File: src/rtl/int_ctl.sv
// int_ctl: 65C02 interrupt/wait scheduler - pin synchronisers, NMI>IRQ arbitration,
// vector selection, in-service tracking and WAI/STP stalls.
module int_ctl #(
   parameter int          SYNC_STAGES = 2,
   parameter logic [15:0] NMI_VEC     = 16'hFFFA,
   parameter logic [15:0] RES_VEC     = 16'hFFFC,
   parameter logic [15:0] IRQ_VEC     = 16'hFFFE
) (
   input  logic        clk,
   input  logic        reset,
   input  logic        irq_n,
   input  logic        nmi_n,
   input  logic        i_flag,
   input  logic        sync,
   input  logic        vec_fetch,
   input  logic        wai,
   input  logic        stp,
   output logic        irq,
   output logic [15:0] vector,
   output logic        rdy,
   output logic        in_service
);
   typedef enum logic [2:0] {RESV, IDLE, SERVICE, WAIT, STOP} state_t;

   state_t                 r_state, w_next;
   logic [SYNC_STAGES-1:0] r_irq_sync, r_nmi_sync;
   logic                   r_nmi_d, r_nmi_pend, r_irq;
   logic [15:0]            r_vector, w_vec;
   logic                   w_irq_s, w_nmi_s, w_edge, w_req, w_take, w_pend;

   assign w_irq_s = r_irq_sync[SYNC_STAGES-1];
   assign w_nmi_s = r_nmi_sync[SYNC_STAGES-1];
   assign w_edge  = r_nmi_d & ~w_nmi_s;
   assign w_req   = r_nmi_pend | (~w_irq_s & ~i_flag);
   // A new edge outranks the clear caused by taking the previously pending NMI
   assign w_pend  = (w_edge & (r_state != STOP)) | (r_nmi_pend & ~w_take);

   always_comb begin
      w_next = r_state;
      w_vec  = r_vector;
      w_take = 1'b0;
      case (r_state)
         RESV:
            if (vec_fetch) begin
               w_next = IDLE;
               w_vec  = IRQ_VEC;
            end
         IDLE:
            if (sync & r_irq) begin
               w_next = SERVICE;
               w_take = 1'b1;
               w_vec  = r_nmi_pend ? NMI_VEC : IRQ_VEC;
            end else if (stp) w_next = STOP;
            else if (wai) w_next = WAIT;
         SERVICE:
            if (vec_fetch) begin
               w_next = IDLE;
               w_vec  = IRQ_VEC;
            end
         WAIT:    w_next = (r_nmi_pend | ~w_irq_s) ? IDLE : WAIT;
         STOP:    w_next = STOP;
         default: w_next = RESV;
      endcase
   end

   always_ff @(posedge clk) begin
      if (reset) begin
         r_state    <= RESV;
         r_irq_sync <= '1;
         r_nmi_sync <= '1;
         r_nmi_d    <= 1'b1;
         r_nmi_pend <= 1'b0;
         r_irq      <= 1'b0;
         r_vector   <= RES_VEC;
      end else begin
         r_state    <= w_next;
         r_irq_sync <= {r_irq_sync[SYNC_STAGES-2:0], irq_n};
         r_nmi_sync <= {r_nmi_sync[SYNC_STAGES-2:0], nmi_n};
         r_nmi_d    <= w_nmi_s;
         r_nmi_pend <= w_pend;
         // Qualify with the next state so irq is never seen high outside IDLE
         r_irq      <= w_req & (w_next == IDLE);
         r_vector   <= w_vec;
      end
   end

   assign irq        = r_irq;
   assign vector     = r_vector;
   assign rdy        = (r_state != WAIT) && (r_state != STOP);
   assign in_service = (r_state == SERVICE);
endmodule
File: config.mk
export PLATFORM = sky130hd
export DESIGN_NAME = int_ctl
export DESIGN_NICKNAME = d
export VERILOG_FILES = /design/src/rtl/int_ctl.sv
export SDC_FILE = /design/constraint.sdc
export NUM_CORES = 1
export LEC_CHECK = 0
export BUFFER_PORTS_ARGS = -buffer_cell sky130_fd_sc_hd__buf_2
export CORE_MARGIN = 5
export CORE_UTILIZATION = 35
export DETAILED_ROUTE_END_ITERATION = 7
export PLACE_DENSITY = 0.73
export SLEW_MARGIN = 5
export SYNTH_ARGS = -nofsm -noshare
export SYNTH_HDL_FRONTEND = slang
export SYNTH_SLANG_ARGS = --single-unit
File: constraint.sdc
create_clock -name clk -period 3.2 [get_ports clk]
set_input_delay 0.16 -clock clk [delete_from_list [all_inputs] [get_ports clk]]
set_output_delay 0.16 -clock clk [all_outputs]
set_load 0.005 [all_outputs]
# After elaboration in Yosys (flattened, before gate mapping)
# Index checks and enable logic that the tools add are counted.
dict set report totals {
  memories 0
  rom_bits 0
  register_bits 26
  ram_bits 0
  out_inout_bits 19
  latchBits 0
}
dict set report classes {
  muxes 12
  eq_ne 9
  div 0
  n_reduce_logical 5
  mul 0
  n_shift 0
  magnitude_cmp 0
  add_sub_neg 0
  n_bitwise 13
}
# operator n
set ops {}
lappend ops {{2-to-1 mux 16 bit} 2}
lappend ops {{one-hot mux 16 bit (2 select lines)} 1}
lappend ops {{2-to-1 mux 3 bit} 5}
lappend ops {{one-hot mux 3 bit (4 select lines)} 1}
lappend ops {{AND 1 bit} 6}
lappend ops {{== test 3 x 1 -> 1 bit, second input constant} 2}
lappend ops {{== test 3 x 2 -> 1 bit, second input constant} 2}
lappend ops {{inverter 1 bit} 4}
lappend ops {{== test 3 bit, second input constant} 1}
lappend ops {{zero test 3 bit} 1}
lappend ops {{inequality test 3 x 2 -> 1 bit, second input constant} 1}
lappend ops {{inequality test 3 bit, second input constant} 1}
lappend ops {{bitwise OR 1 bit} 3}
lappend ops {{AND reduction 3 bit} 1}
lappend ops {{2-to-1 mux 1 bit} 2}
lappend ops {{2-to-1 mux 2 bit} 1}
lappend ops {{inequality test 2 x 1 -> 1 bit, second input constant} 1}
lappend ops {{inequality test 2 bit, second input constant} 1}
lappend ops {{nonzero test 2 bit} 1}
lappend ops {{OR reduction 2 bit} 1}
lappend ops {{logical AND 1 bit} 1}

# Longest topological paths before layout
dict set report depth {
  word_depth 6
  depth_mapped 4
  ltp_nobuf 3
}

# Least setup slack after synthesis
# Ideal clock, no wire load.
dict set report synth_path {
  kind {reg-to-reg}
  start {register r_irq, in the netlist irq}
  end {register r_vector[2], in the netlist vector[2]}
  arrival_time_ps 1062
  setup_time_ps 122
  path_stages_with_launch 4
  synth_period_minus_slack_ps 1184
  n_path_buf 0
  setup_slack_ps 2016
  path_cell_list {dfxtp_1 > nand4b_1 > or4b_1 > o311a_1}
}
dict set report synth_between {
  elab_chain_cells 3
}
# element line
set synth_lines {}
lappend synth_lines {{from (decl)} 27} ;# logic r_nmi_d, r_nmi_pend, r_irq;
lappend synth_lines {{from (signal assigned)} 82} ;# r_irq <= w_req & (w_next == IDLE);
lappend synth_lines {{AND 1 bit} 49} ;# if (sync & r_irq) begin
lappend synth_lines {{inequality test 2 bit (no source line)} n/a}
lappend synth_lines {{AND reduction 3 bit (no source line)} n/a}
lappend synth_lines {{to (signal assigned)} 83} ;# r_vector <= w_vec;
lappend synth_lines {{to (decl)} 28} ;# logic [15:0] r_vector, w_vec;
# No other way between the ends.
# A chain may end at the register's enable or synchronous reset.

# Worst setup path after layout
dict set report layout_path {
  start {register r_state[0]}
  end {register r_vector[2], in the netlist vector[2]}
}
dict set report layout_between {
  elab_chain_cells 4
  word_cells_on_any_way 9
  cone_classes {eq/ne (4); mux (1); reduce/logical (4)}
}
# element line
set layout_lines {}
lappend layout_lines {{from (decl)} 25} ;# state_t r_state, w_next;
lappend layout_lines {{from (signal assigned)} 76} ;# r_state <= w_next;
lappend layout_lines {{== test 3 x 2 -> 1 bit / zero test 3 bit (equally long branches)} 42} ;# case (r_state)
lappend layout_lines {{OR reduction 2 bit (no source line)} n/a}
lappend layout_lines {{inequality test 2 x 1 -> 1 bit (no source line) / nonzero test 2 bit (equally long branches)} n/a}
lappend layout_lines {{AND reduction 3 bit (no source line)} n/a}
# Parallel ways exist; a longest one is shown, timed or not.

==> impl_metrics.json <==
{
  "path_buf_inv": 0,
  "core_um2": 1730,
  "die_x_um": 52.5,
  "n_fill_cell": 192,
  "worst_slack_ns": 1.75,
  "p_leak_nw": 0.292,
  "crit_fanout": 11,
  "p_int_mw": 0.218,
  "finalNetCount": 97,
  "grt_start_max_net_pins": 13,
  "avgSynthCellArea_um2": 8.42,
  "drtAntennaViolNets": 0,
  "ios": 28,
  "rsz0062_at_grt": "false",
  "finalCritPeriodShare_pct": 45.4,
  "dr_wl_met3_um": 177,
  "htreeDepth": 1,
  "clkPwrFrac_pct": 30.8,
  "grt_pass1_wl_mm": 1.63,
  "fin_hold_ws_ns": 0.0695,
  "drv_slew": 0,
  "routed_wl_mm": 1.11,
  "synthesis.area_um2": 632,
  "routedWlPerCell_um": 9.95,
  "clkSinkCount": 12,
  "power_frac_comb_pct": 12.5,
  "postPlaceCellArea_um2": 654,
  "finalSetupTns_ns": 0,
  "final_common_cell": "conb_1",
  "drt_iter0_markers": 5,
  "yosysUniqueCellTypes": 26,
  "final_cell_mix": "conb_1, buf_2, dfxtp_1",
  "p_sw_share_pct": 25.1,
  "p_per_area_nw_per_um2": 430,
  "critical_path_class": "reg2reg",
  "cp_slowest_stage_delay_ns": 0.51,
  "gp_congestion": 0.807,
  "post_cts_resized": 0,
  "drive_gt1_share_pct": 24.4,
  "finalPower_mw": 0.291,
  "skew_ns": 0.00888,
  "met1_length_um": 505,
  "hold_start": "nmi_n",
  "viasPerCell": 4.35,
  "final_cells": 111,
  "portBuffers": 13,
  "diodes": 0,
  "grt.total_usage_pct": 8.26,
  "routed-wl-met2_um": 421,
  "postCtsSetupBuffers": 0,
  "crit_family": "simple AND/OR/NAND/NOR gates",
  "timing.fmax_mhz": 688,
  "vias": 483,
  "clk_pin_slew_ns": 0.07,
  "placed_cells": 108,
  "hold_buffers": 0,
  "hold_path.class": "in2reg",
  "seq_power_share_pct": 56.7,
  "grt_pass1_vias": 385,
  "synth_seq_area_share_pct": 38.0,
  "worstSetupStartpoint": "r_state[0]",
  "rows": 15,
  "path_cells": "nand4b_1 -> or4b_1 -> o311a_1",
  "syn_to_final_growth_pct": 7.13,
  "post-place-ws_ns": 1.79,
  "drc": 0,
  "root_buffer": "clkbuf_4",
  "hold_violations": 0,
  "cts_tree": "built",
  "period_minus_slack_ns": 1.45,
  "maxCapViolations": 0,
  "initial_core_util_pct": 36.6,
  "yosys_warnings": 0,
  "reg2reg_from": "r_state[0]",
  "setup_viol": 0,
  "drt_pass1_iterations": 2,
  "critPathCaptureType": "register",
  "cts_max_path_buffers": 2,
  "ys_ff_latch": 12,
  "die_height_um": 52.5,
  "dp_hpwl_um": 856,
  "p_switching_mw": 0.0731,
  "worstPathRequired_ns": 3.35,
  "critPathLaunchType": "register",
  "peakVddDrop_mv": 0.169,
  "insertion_delay_ns": 0.27,
  "grt_overflow": 0,
  "antenna_found_initial": 0,
  "cp_slowest_cell": "or4b_1",
  "utilization_pct": 39.2,
  "fin_area_um2": 677,
  "netlist_instances": 75,
  "dieArea_um2": 2760,
  "topRoutingLayerUsed": "met3",
  "status": "finished clean",
  "arrival_ns": 1.61,
  "numCtsBuffers": 3
}
## sequential cells by signal, summed over array words and instances (netlist names)
signal and flops:
r_nmi_sync 2, r_state 3, r_nmi_d 1, r_irq_sync 2
r_nmi_pend 1, irq 1, vector 2
## routing by layer
metal / global-route usage (%) / vias to the layer above
met3: 5.98 / 0
met2: 10.5 / 28
met5: 0 / -
met1: 10.7 / 208
met4: 2.55 / 0
li1: - / 247
## final timing paths
kind	to	slack (ns)	cells past startpoint
worst min register to register	r_irq_sync[1]	0.41	1
worst min-delay path	r_nmi_sync[0]	0.07	2
worst max register to register	vector[2]	1.75	3
worst max-delay path	vector[2]	1.75	3
## cell usage after synthesis, drive strengths merged
cell | n | share of area, %
a21oi | 4 | 3.2
o22a | 1 | 1.4
o221ai | 1 | 1.4
buf | 16 | 18
nor2 | 6 | 3.6
nor3b | 1 | 1.2
a2111oi | 1 | 1.4
nor3 | 2 | 1.6
or2 | 4 | 4.0
nand3 | 2 | 1.6
o21ba | 1 | 1.6
nand2b | 4 | 4.0
o21ai | 1 | 0.79
clkbuf | 1 | 0.59
a221o | 1 | 1.6
dfxtp | 12 | 38
o311a | 1 | 1.6
nand4b | 1 | 1.4
a211oi | 2 | 2.4
inv | 3 | 1.8
conb | 2 | 1.2
or4b | 1 | 1.6
and3 | 1 | 0.99
nor2b | 4 | 4.0
nand2 | 2 | 1.2
## cells by family (layout without fill, tap and decap cells)
| kind of cell | count (synthesis) | in the layout | synth area share [%] |
|---|---|---|---|
| flops | 12 | 12 | 38.0 |
| other cells | 2 | 14 | 1.19 |
| buf+inv | 20 | 19 | 20.6 |
| compound gates | 13 | 13 | 15.2 |
| simple gates | 28 | 28 | 25.0 |
## area by class of cell
class                           instances  area [µm²]  area share (%)
Tap cell                               25        31.3            4.62
Sequential cell                        12         240            35.5
Timing Repair Buffer                   13        65.1            9.61
Multi-Input combinational cell         55         307            45.3
Clock buffer                            3        22.5            3.33
Inverter                                3        11.3            1.66
## power by group through the flow
stage	combinational [mW]	clock, mW	sequential [mW]
6_report	0.0364	0.0896	0.165
5_1_grt	0.0416	0.101	0.167
4_1_cts	0.0362	0.0948	0.165
3_5_place_dp	0.0360	0	0.168
3_3_place_gp	0.0359	0	0.168
2_1_floorplan	0.0406	0	0.164
Power figures use the tool's default switching activity.
